==> src/rtl/glb_psum_collector.sv <==
// glb_psum_collector
// Collects per-column partial sums from the global PE set in strict column
// order 0..K-1, buffers them in a first-word-fall-through FIFO and emits them
// as one valid/ready stream tagged with source column and row-end flag.
// Optional feature: define GLB_PSUM_STATS_EN to add the beat_cnt / row_cnt
// output-handshake statistics counters.
module glb_psum_collector #(
   parameter int DATA_WIDTH = 16,
   parameter int NUM_COL    = 8,
   parameter int FIFO_DEPTH = 16
) (
   input  logic                                clk,
   input  logic                                rstn,
   input  logic                                flush,
   input  logic [7:0]                          kernel_size,
   input  logic [NUM_COL-1:0]                  col_valid,
   input  logic [NUM_COL-1:0][DATA_WIDTH-1:0]  col_data,
   output logic [NUM_COL-1:0]                  col_ready,
   output logic                                out_valid,
   input  logic                                out_ready,
   output logic [DATA_WIDTH-1:0]               out_data,
   output logic [$clog2(NUM_COL)-1:0]          out_col,
   output logic                                out_last,
   output logic [$clog2(FIFO_DEPTH):0]         fifo_count,
   output logic                                flush_busy
`ifdef GLB_PSUM_STATS_EN
   ,
   output logic [31:0]                         beat_cnt,
   output logic [15:0]                         row_cnt
`endif
);

   localparam int COL_W = $clog2(NUM_COL);
   localparam int AW    = $clog2(FIFO_DEPTH);
   localparam int CW    = AW + 1;

   typedef enum logic [1:0] {
      S_IDLE,
      S_GATHER,
      S_FLUSH
   } state_e;

   typedef struct packed {
      logic [DATA_WIDTH-1:0] data;
      logic [COL_W-1:0]      col;
      logic                  last;
   } entry_t;

   state_e           state_q, state_d;
   logic             load_k;
   logic [COL_W-1:0] ptr_q;
   logic [COL_W-1:0] klast_q;   // K-1, the index of the row's last column
   logic [COL_W-1:0] klast_new;
   logic [AW-1:0]    wr_q, rd_q;
   logic [CW-1:0]    cnt_q;
   entry_t           mem_q [FIFO_DEPTH];
   entry_t           head;

   logic gather, full, empty, push, pop, ptr_last;

   // Clamp the requested kernel width into 1..NUM_COL and express it as K-1
   always_comb begin
      // NOTE: every always_comb output gets a default first so no path leaves it unassigned (no latch).
      klast_new = '0;
      if (kernel_size == 8'd0) begin
         klast_new = '0;
      end else if (int'(kernel_size) > NUM_COL) begin
         klast_new = COL_W'(NUM_COL - 1);
      end else begin
         klast_new = COL_W'(kernel_size - 8'd1);
      end
   end

   // Next-state logic; flush overrides everything and re-enters FLUSH each cycle it is high
   always_comb begin
      state_d = state_q;
      load_k  = 1'b0;
      unique case (state_q)
         S_IDLE: begin
            state_d = S_GATHER;
            load_k  = 1'b1;
         end
         S_GATHER: state_d = S_GATHER;
         S_FLUSH: begin
            state_d = S_GATHER;
            load_k  = 1'b1;
         end
         default: state_d = S_IDLE;
      endcase
      if (flush) begin
         state_d = S_FLUSH;
         load_k  = 1'b0;
      end
   end

   assign gather    = (state_q == S_GATHER);
   assign full      = (cnt_q == CW'(FIFO_DEPTH));
   assign empty     = (cnt_q == '0);
   assign ptr_last  = (ptr_q == klast_q);
   assign push      = gather && !full && col_valid[ptr_q];
   assign out_valid = !empty && (state_q != S_FLUSH);
   assign pop       = out_valid && out_ready;
   assign head      = mem_q[rd_q];

   assign col_ready  = (gather && !full) ? ({{(NUM_COL-1){1'b0}}, 1'b1} << ptr_q) : '0;
   assign out_data   = out_valid ? head.data : '0;
   assign out_col    = out_valid ? head.col  : '0;
   assign out_last   = out_valid ? head.last : 1'b0;
   assign fifo_count = cnt_q;
   assign flush_busy = flush || (state_q == S_FLUSH);

   // State, column pointer, latched K and FIFO pointers/occupancy
   always_ff @(posedge clk or negedge rstn) begin
      // NOTE: sequential state uses non-blocking assignments so every register samples pre-edge values.
      if (!rstn) begin
         state_q <= S_IDLE;
         ptr_q   <= '0;
         klast_q <= '0;
         wr_q    <= '0;
         rd_q    <= '0;
         cnt_q   <= '0;
      end else begin
         state_q <= state_d;
         if (flush || !gather) begin
            ptr_q <= '0;
            wr_q  <= '0;
            rd_q  <= '0;
            cnt_q <= '0;
         end else begin
            if (push) begin
               wr_q  <= wr_q + 1'b1;
               ptr_q <= ptr_last ? '0 : ptr_q + 1'b1;
            end
            if (pop) begin
               rd_q <= rd_q + 1'b1;
            end
            if (push && !pop) begin
               cnt_q <= cnt_q + 1'b1;
            end else if (pop && !push) begin
               cnt_q <= cnt_q - 1'b1;
            end
         end
         if (load_k) begin
            klast_q <= klast_new;
         end
      end
   end

   // FIFO storage write port
   always_ff @(posedge clk) begin
      // NOTE: storage is not reset; outputs are masked by out_valid, so stale words are never visible.
      if (push) begin
         mem_q[wr_q] <= '{data: col_data[ptr_q], col: ptr_q, last: ptr_last};
      end
   end

`ifdef GLB_PSUM_STATS_EN
   logic [31:0] beat_q;
   logic [15:0] row_q;

   // Output handshake and row-end counters, cleared by reset and by flush
   always_ff @(posedge clk or negedge rstn) begin
      if (!rstn) begin
         beat_q <= '0;
         row_q  <= '0;
      end else if (flush || (state_q == S_FLUSH)) begin
         beat_q <= '0;
         row_q  <= '0;
      end else if (pop) begin
         beat_q <= beat_q + 1'b1;
         if (head.last) begin
            row_q <= row_q + 1'b1;
         end
      end
   end

   assign beat_cnt = beat_q;
   assign row_cnt  = row_q;
`endif

endmodule

==> config.mk <==
export PLATFORM = sky130hd
export DESIGN_NAME = glb_psum_collector
export DESIGN_NICKNAME = d
export VERILOG_FILES = /design/src/rtl/glb_psum_collector.sv
export SDC_FILE = /design/constraint.sdc
export NUM_CORES = 1
export LEC_CHECK = 0
export ABC_CLOCK_PERIOD_IN_PS = 9600
export CORE_MARGIN = 8
export CORE_UTILIZATION = 55
export CTS_BUF_LIST = sky130_fd_sc_hd__clkbuf_8 sky130_fd_sc_hd__clkbuf_16
export CTS_CLUSTER_DIAMETER = 30
export DETAILED_ROUTE_END_ITERATION = 8
export PLACE_DENSITY = 0.79
export SLEW_MARGIN = 20
export SYNTH_ARGS = -nofsm -noshare
export SYNTH_HDL_FRONTEND = slang
export SYNTH_SLANG_ARGS = --single-unit
==> constraint.sdc <==
create_clock -name clk -period 9.6 [get_ports clk]
set_clock_uncertainty 0.1 [all_clocks]
set_input_delay 0.96 -clock clk [delete_from_list [all_inputs] [get_ports clk]]
set_output_delay 0.96 -clock clk [all_outputs]
set_load 0.05 [all_outputs]
==> results of run 1 <==
==> worst paths after layout <==
check / from / to / depth (start not counted) / slack, ns
worst max-delay path: rd_q[0] / out_data[8] / 6 / 4.34
worst min-delay path: state_q[1] / state_q[0] / 1 / 0.37
worst max register to register: ptr_q[0] / mem_q[7][13] / 7 / 5.49
worst min register to register: state_q[1] / state_q[0] / 1 / 0.37
max in group asynchronous: rstn / rd_q[0] / 1 / 7.80
min in group asynchronous: rstn / state_q[0] / 1 / 0.87
==> layer usage <==
| metal | track usage [%] | wire length [um] |
|---|---|---|
| met5 | 0 | 0 |
| met1 | 28.1 | 14100 |
| met2 | 41.3 | 20000 |
| met4 | 8.47 | 1090 |
| met3 | 5.32 | 3040 |
==> worst max-delay path, delay by kind of cell, from the launching register on <==
| kind | cells | cell delay [ns] |
|---|---|---|
| buffers and inverters | 3 | 1.49 |
| AND/OR/NAND/NOR | 1 | 0.19 |
| flip-flops | 1 | 0.83 |
| multiplexers | 2 | 1.12 |
==> logic make-up (layout without fill, tap and decap cells) <==
| group | Yosys count | in the layout |
|---|---|---|
| AO/OA/AOI/OAI | 30 | 30 |
| AND/OR/NAND/NOR | 144 | 144 |
| XOR/XNOR | 10 | 10 |
| multiplexers | 146 | 146 |
| adder cells (fa/ha/maj) | 20 | 20 |
| flip-flops | 341 | 341 |
| buffers and inverters | 55 | 296 |
==> state kept, by name, indices dropped and copies added (netlist names) <==
| register | count |
|---|---|
| fifo_count | 5 |
| klast_q | 3 |
| mem_q | 320 |
| ptr_q | 3 |
| rd_q | 4 |
| state_q | 2 |
| wr_q | 4 |
==> through the flow <==
step                cell area (um^2)  utilization (%)  worst slack (ns)
floorplan                      14800                -              5.79
global placement               17000             63.9              4.71
detailed placement             17000             64.0              4.65
CTS                            18600             69.8              4.05
global route                   18600             69.9              4.11
finish                         18600             69.9              4.34
==> synthesized netlist by cell type, types with 2 or more instances <==
master	number
sky130_fd_sc_hd__nand2_1	54
sky130_fd_sc_hd__or4_1	2
sky130_fd_sc_hd__mux4_2	134
sky130_fd_sc_hd__nand3_1	3
sky130_fd_sc_hd__nand2b_1	5
sky130_fd_sc_hd__buf_1	3
sky130_fd_sc_hd__inv_1	13
sky130_fd_sc_hd__mux2_2	4
sky130_fd_sc_hd__and3_1	6
sky130_fd_sc_hd__a21boi_0	2
sky130_fd_sc_hd__clkbuf_1	24
sky130_fd_sc_hd__nor2_1	24
sky130_fd_sc_hd__nor4_1	2
sky130_fd_sc_hd__edfxtp_1	320
sky130_fd_sc_hd__maj3_1	2
sky130_fd_sc_hd__xnor2_1	4
sky130_fd_sc_hd__a21oi_1	17
sky130_fd_sc_hd__ha_1	17
sky130_fd_sc_hd__buf_2	11
sky130_fd_sc_hd__xor2_1	6
sky130_fd_sc_hd__o21ai_0	2
sky130_fd_sc_hd__dfrtp_1	21
sky130_fd_sc_hd__nor3_1	10
sky130_fd_sc_hd__and2_1	30
sky130_fd_sc_hd__a21o_1	2
sky130_fd_sc_hd__mux2i_1	7
==> final cells by class <==
type | instances | share of cell area, %
inverter | 14 | 0.282
sequential | 341 | 54.5
clock buffer | 47 | 6.31
multi-input combinational | 350 | 23.9
timing repair buffer | 203 | 10.7
clock inverter | 32 | 2.03
tap | 341 | 2.29
==> report_power, final <==
group | internal [W] | switching [W]
sequential | 0.00163 | 0.00000214
clock | 0.00108 | 0.000635
combinational | 0.0000812 | 0.0000614
total | 0.00279 | 0.000699
==> out/qor.log, run 1 <==
[run_status] outcome finished clean
[layout] count of antenna diodes in the layout 0
[drt] total via count after detailed routing 8251
[synth] largest family of logic cells by synthesized area multiplexers
[clock_tree] later-pin clock latency in the skew report 0.54 ns
[synth] count of flip-flops with a built-in enable after synthesis 320
[layout] sequential cell area in the final layout 10100 um^2
[run] maximum capacitance violations 0
[power_and_ir_drop] largest vdd supply drop 0.111 mV
[die] total I/O pin count 183
[critical_path] category of the worst setup path launch point flop
[synth] Most used DFF post-synth sky130_fd_sc_hd__edfxtp_1
[die] cell row count 60
[layout] area added between synthesis and finish 26.1%
[layout] total of fill cells in the finished design 1609
[layout] final cell count without fillers 1328
[synth] area of the mapped netlist 14800 um^2
[drt] ratio of routed vias to standard cells 6.21
[synth] number of flip-flops and latches in the synthesized netlist 341
[layout] most frequent standard cell in the layout excluding fill and tap cells sky130_fd_sc_hd__edfxtp_1
[power_and_ir_drop] power per unit of standard cell area 187 nW/um^2
[drt] remaining design rule violation count 0
[clock_tree] number of buffers inserted during clock tree synthesis 45
[timing] setup TNS after final layout 0 ns
[timing] Slew HR 33.4%
[synth] share of the synthesized area in compound gates (AO/OA/AOI/OAI) 1.28%
[placed_design] count of port buffers added during placement 182
[global_route] largest net degree at the start of global routing 62
[die] effective utilization at floorplan 55.4%
[global_route] combined global-route utilization of all metal layers 23.5%
[timing] period utilization 54.8%
[clock_tree] clock edge transition at the registers on the reported setup and hold paths 0.06 ns
[drt] total length of routed wires 38200 um
[synth] post-synthesis cell type with the largest combined area sky130_fd_sc_hd__edfxtp_1
[layout] area taken by multi-input logic gates 4450 um^2
[placed_design] final weighted congestion in routability-driven placement 0.778
[global_route] gr ovfl total 0
[drt] first-iteration detailed-routing DRC count 738
[synth] main area contributors after synthesis sky130_fd_sc_hd__edfxtp_1, sky130_fd_sc_hd__mux4_2, sky130_fd_sc_hd__dfrtp_1
[synth] unique cell type count in the Yosys netlist 47
[layout] most frequent cells in the layout sky130_fd_sc_hd__edfxtp_1, sky130_fd_sc_hd__clkdlybuf4s50_1, sky130_fd_sc_hd__mux4_2, sky130_fd_sc_hd__nand2_1, sky130_fd_sc_hd__clkbuf_16
[critical_path] ordered cell list for the critical path buf_4 > buf_16 > mux4_2 > mux4_2 > and2_1 > clkdlybuf4s50_1
[drt] wire per inst 28.8 um
[power_and_ir_drop] Total Power Consumption 0.00349 W
[synth] arithmetic-cell share of the synthesized area counting full adders, half adders and majority gates 1.71%
[die] total die area 32400 um^2
[synth] Gate Count Post-Synth 746
[synth] fraction of the yosys area taken by sequential cells 68.6%
[clock_tree] post-CTS setup buffer count 0
[clock_tree] CTS hold repair buffers 0
[min_path] hold crit path type flop to flop
[global_route] first-pass GRT wire length 56200 um
[clock_tree] CTS HTree Levels 2
[critical_path] critical path's slowest cell sky130_fd_sc_hd__dfrtp_4
[clock_tree] library cell used as clock root buffer sky130_fd_sc_hd__clkbuf_16
[timing] transition time at the pin with the least slew margin 0.996 ns
[placed_design] placed wire-length estimate after detailed placement 22100 um
[critical_path] delay contributed by the slowest stage of the critical path 0.83 ns
[clock_tree] maximum clock insertion buffer count 3
[layout] number of nets in the layout 1121
[synth] fraction of synthesized cell area taken by the top area cell type 65.1%
[synth] simple-gate share of the synthesized area 4.83%
[critical_path] type of destination of the critical path output port
[clock_tree] number of instances resized during post-cts repair 0
[timing] max-slew violation count 0
[critical_path] crit path max fanout 35
[critical_path] arrival time at the worst endpoint 4.20 ns
[drt] Detail Route Antenna Nets 0
[clock_tree] clock tree from TritonCTS yes
[clock_tree] sink count of the clock tree 341
[timing] minimum clock period after layout 5.26 ns
[layout] fraction of final layout cells sized beyond drive strength 1 25.9%
[timing] setup repair after global routing missed its margin no
[synth] synthesized net count 912
[timing] # setup viols final 0
[synth] yosys synthesis warning count 0
[timing] highest attainable clock frequency 190 MHz
[placed_design] placed cell count 1248
[synth] Post-Syn Area per Cell 19.8 um^2
[timing] final worst hold slack 0.371 ns
[critical_path] Data required, critical path 8.54 ns
[synth] proportion of synthesized area in mux cells 21.3%
[die] height of the chip 180 um
[timing] number of failing hold endpoints at the final stage 0
[synth] XOR/XNOR share of the synthesized area 0.593%
[global_route] number of global-route vias before repair 9142
[critical_path] Critical Setup Path Class flop to output port
[drt] TritonRoute pass-1 iters 5
[critical_path] most repeated library cell on the critical path sky130_fd_sc_hd__mux4_2
[die] Core Box Area 26700 um^2
[power_and_ir_drop] LEAKAGE 6.11 nW
[die] die boundary width 180 um
[global_route] antenna violations before repair 1
[synth] share of async-settable or async-resettable flops after synthesis 6.16%
(Power assumes the default switching activity.)
==> run 2: changes to the inputs <==
Settings changed: ABC_CLOCK_PERIOD_IN_PS 9600 to 5000.
Clock period 9.6 ns to 5 ns, I/O delays scaled along.
==> run 2 against run 1 <==
Against the previous run: via count up 0.87%; final area rose by 1.7%; sequential share of layout area shrank 0.92 points; utilization rose by 1.2 points; clock power up 110%; die area is the same; sequential power up 92%; worst hold slack got worse by 0.0042 ns; count of clock-buffer cells in the layout up 8; register-to-register slack lost 4.0 ns; cell count is 2.8% higher.
==> out/qor.log, run 2 (same netlist as run 1, synthesis figures left out) <==
[drt] TritonRoute pass-1 iters 5 [unchanged]
[power_and_ir_drop] largest vdd supply drop 0.255 mV [was 0.111 mV]
[timing] highest attainable clock frequency 232 MHz
[critical_path] most repeated library cell on the critical path sky130_fd_sc_hd__mux4_2 [unchanged]
[die] die boundary width 180 um [unchanged]
[placed_design] count of port buffers added during placement 182 [unchanged]
[drt] Detail Route Antenna Nets 0 [unchanged]
[timing] setup repair after global routing missed its margin no [unchanged]
[drt] total length of routed wires 36300 um [was 38200 um]
[clock_tree] number of buffers inserted during clock tree synthesis 54 [was 45]
[layout] most frequent standard cell in the layout excluding fill and tap cells sky130_fd_sc_hd__edfxtp_1 [unchanged]
[timing] number of failing hold endpoints at the final stage 0 [unchanged]
[die] Core Box Area 26700 um^2 [unchanged]
[clock_tree] number of instances resized during post-cts repair 0 [unchanged]
[die] total I/O pin count 183 [unchanged]
[power_and_ir_drop] Combinational Power Share 3.9% [was 4.1%]
[critical_path] Data required, critical path 4.40 ns [was 8.54 ns]
[power_and_ir_drop] Internal 0.00555 W [was 0.00279 W]
[layout] area added between synthesis and finish 28.3% [was 26.1%]
[critical_path] crit path max fanout 36 [was 35]
[timing] max-slew violation count 0 [unchanged]
[layout] final design utilization 71.1% [was 69.9%]
[clock_tree] library cell used as clock root buffer sky130_fd_sc_hd__clkbuf_16 [unchanged]
[critical_path] startpoint of the most critical register-to-register path ptr_q[2] [was ptr_q[0]]
[power_and_ir_drop] Sw Ratio 20.6% [was 20.0%]
[global_route] antenna violations before repair 0 [was 1]
[power_and_ir_drop] power per unit of standard cell area 369 nW/um^2 [was 187 nW/um^2]
[clock_tree] post-CTS setup buffer count 0 [unchanged]
[global_route] first-pass GRT wire length 55000 um [was 56200 um]
[power_and_ir_drop] LEAKAGE 6.31 nW [was 6.11 nW]
[global_route] number of global-route vias before repair 9212 [was 9142]
[critical_path] critical path's top delay family multiplexers [was buffers and inverters]
[critical_path] ordered cell list for the critical path buf_4 > mux4_2 > mux4_2 > and2_1 > clkdlybuf4s50_1 [was buf_4 > buf_16 > mux4_2 > mux4_2 > and2_1 > clkdlybuf4s50_1]
[global_route] largest net degree at the start of global routing 54 [was 62]
[layout] area taken by multi-input logic gates 4420 um^2 [was 4450 um^2]
[placed_design] final weighted congestion in routability-driven placement 0.754 [was 0.778]
[power_and_ir_drop] sequential fraction of design power 44.9% [was 46.7%]
[timing] minimum clock period after layout 4.30 ns
[run] maximum capacitance violations 0 [unchanged]
[drt] wire per inst 26.6 um [was 28.8 um]
[clock_tree] sink count of the clock tree 341 [unchanged]
[critical_path] category of the worst setup path launch point flop [unchanged]
[critical_path] logic depth of the worst register-to-register path 5 [was 7]
[drt] ratio of routed vias to standard cells 6.10 [was 6.21]
[clock_tree] maximum clock insertion buffer count 3 [unchanged]
[layout] register containing the most flip-flops in the final layout mem_q [unchanged]
[layout] total of fill cells in the finished design 1609 [unchanged]
[drt] total via count after detailed routing 8323 [was 8251]
[layout] final cell count without fillers 1365 [was 1328]
[timing] # setup viols final 0 [unchanged]
[layout] fraction of final layout cells sized beyond drive strength 1 27.6% [was 25.9%]
[clock_tree] clock tree from TritonCTS yes [unchanged]
[critical_path] type of destination of the critical path output port [unchanged]
[critical_path] R2R setup slack 1.52 ns [was 5.49 ns]
[layout] sequential cell area in the final layout 10100 um^2 [unchanged]
[die] cell row count 60 [unchanged]
[clock_tree] clock edge transition at the registers on the reported setup and hold paths 0.05 ns [was 0.06 ns]
[die] effective utilization at floorplan 55.4% [unchanged]
[critical_path] Critical Setup Path Class flop to output port [unchanged]
[layout] number of nets in the layout 1143 [was 1121]
[drt] remaining design rule violation count 0 [unchanged]
[placed_design] placed cell count 1261 [was 1248]
[critical_path] Bufs and invs on worst path 2 [was 3]
[timing] period utilization 86.1%
[layout] number of flip-flops in the largest register 320 [unchanged]
[clock_tree] CTS HTree Levels 2 [unchanged]
[layout] most frequent cells in the layout sky130_fd_sc_hd__edfxtp_1, sky130_fd_sc_hd__clkdlybuf4s50_1, sky130_fd_sc_hd__mux4_2, sky130_fd_sc_hd__nand2_1, sky130_fd_sc_hd__clkbuf_16 [unchanged]
[timing] Slew HR 38.3% [was 33.4%]
[run_status] outcome finished clean [unchanged]
[drt] first-iteration detailed-routing DRC count 833 [was 738]
[critical_path] arrival time at the worst endpoint 3.70 ns [was 4.20 ns]
[timing] setup TNS after final layout 0 ns [unchanged]
[critical_path] Critical R2R Capture mem_q[0][19] [was mem_q[7][13]]
[global_route] gr ovfl total 0 [unchanged]
[die] height of the chip 180 um [unchanged]
[die] total die area 32400 um^2 [unchanged]
[power_and_ir_drop] power spent charging and discharging nets 0.00144 W [was 0.000699 W]
[critical_path] delay contributed by the slowest stage of the critical path 0.88 ns [was 0.83 ns]
[timing] transition time at the pin with the least slew margin 0.926 ns [was 0.996 ns]
[critical_path] critical path's slowest cell sky130_fd_sc_hd__dfrtp_4 [unchanged]
[global_route] combined global-route utilization of all metal layers 22.6% [was 23.5%]
[min_path] hold crit path type input port to async pin [was flop to flop]
[power_and_ir_drop] Total Power Consumption 0.00698 W [was 0.00349 W]
[placed_design] placed wire-length estimate after detailed placement 22900 um [was 22100 um]
[power_and_ir_drop] clock share of power 51.2% [was 49.2%]
[clock_tree] later-pin clock latency in the skew report 0.54 ns [about the same]
run 2: metal layers:
| metal | vias up | wire (um) | GRT usage [%] | share of wire (%) |
|---|---|---|---|---|
| met5 | - | 0 | 0 | 0 |
| met4 | 0 | 1150 | 7.74 | 3.2 |
| met3 | 90 | 3350 | 5.89 | 9.2 |
| met2 | 482 | 18500 | 39.1 | 51 |
| met1 | 4212 | 13300 | 27.5 | 37 |
| li1 | 3539 | - | - | - |
run 2: per-stage QoR:
step	setup WS [ns]	instance area (um^2)	hold slack [ns]
after floorplan	1.28	14800	0.104
after global placement	1.24	17200	0.343
after detailed placement	1.21	17200	0.352
after CTS	0.625	18900	0.358
after global routing	0.527	18900	0.391
final	0.696	18900	0.366
run 2: final cells by class:
type / count / area share [%]
antenna: 2 / 0.0264
sequential: 341 / 53.5
timing repair buffer: 216 / 11.1
multi-input combinational: 350 / 23.3
tap: 341 / 2.25
clock buffer: 55 / 7.21
inverter: 14 / 0.277
clock inverter: 46 / 2.21
run 2: repair_timing:
item                                   CTS  global route
setup endpoints to repair                0             0
hold buffers                             0             1
endpoints found under the hold margin    0            21
run 2: how the worst max path moves through the flow:
stage                        start           end  slack [ns]  cells after the start
after floorplan           ptr_q[1]   mem_q[4][0]        1.28                      7
after CTS                  rd_q[0]  out_data[10]        0.62                      5
final                      rd_q[0]  out_data[10]        0.70                      5
after global routing       rd_q[0]  out_data[10]        0.53                      5
after detailed placement   rd_q[0]  out_data[10]        1.21                      5
after global placement     rd_q[0]  out_data[10]        1.24                      5
run 2: power groups by stage:
stage          Sequential [W]  Combinational (W)  Clock (W)
2_1_floorplan         0.00319           0.000107          0
3_3_place_gp          0.00319           0.000270          0
3_5_place_dp          0.00319           0.000276          0
4_1_cts               0.00313           0.000276    0.00362
5_1_grt               0.00313           0.000294    0.00374
6_report              0.00313           0.000273    0.00358
run 2: worst register-to-register path: stages, from the launching register on:
cell	delay, ns
sky130_fd_sc_hd__dfrtp_1	0.37
sky130_fd_sc_hd__inv_1	0.56
sky130_fd_sc_hd__mux4_2	0.55
sky130_fd_sc_hd__nor4_1	0.50
sky130_fd_sc_hd__and2_1	0.65
sky130_fd_sc_hd__buf_4	0.41
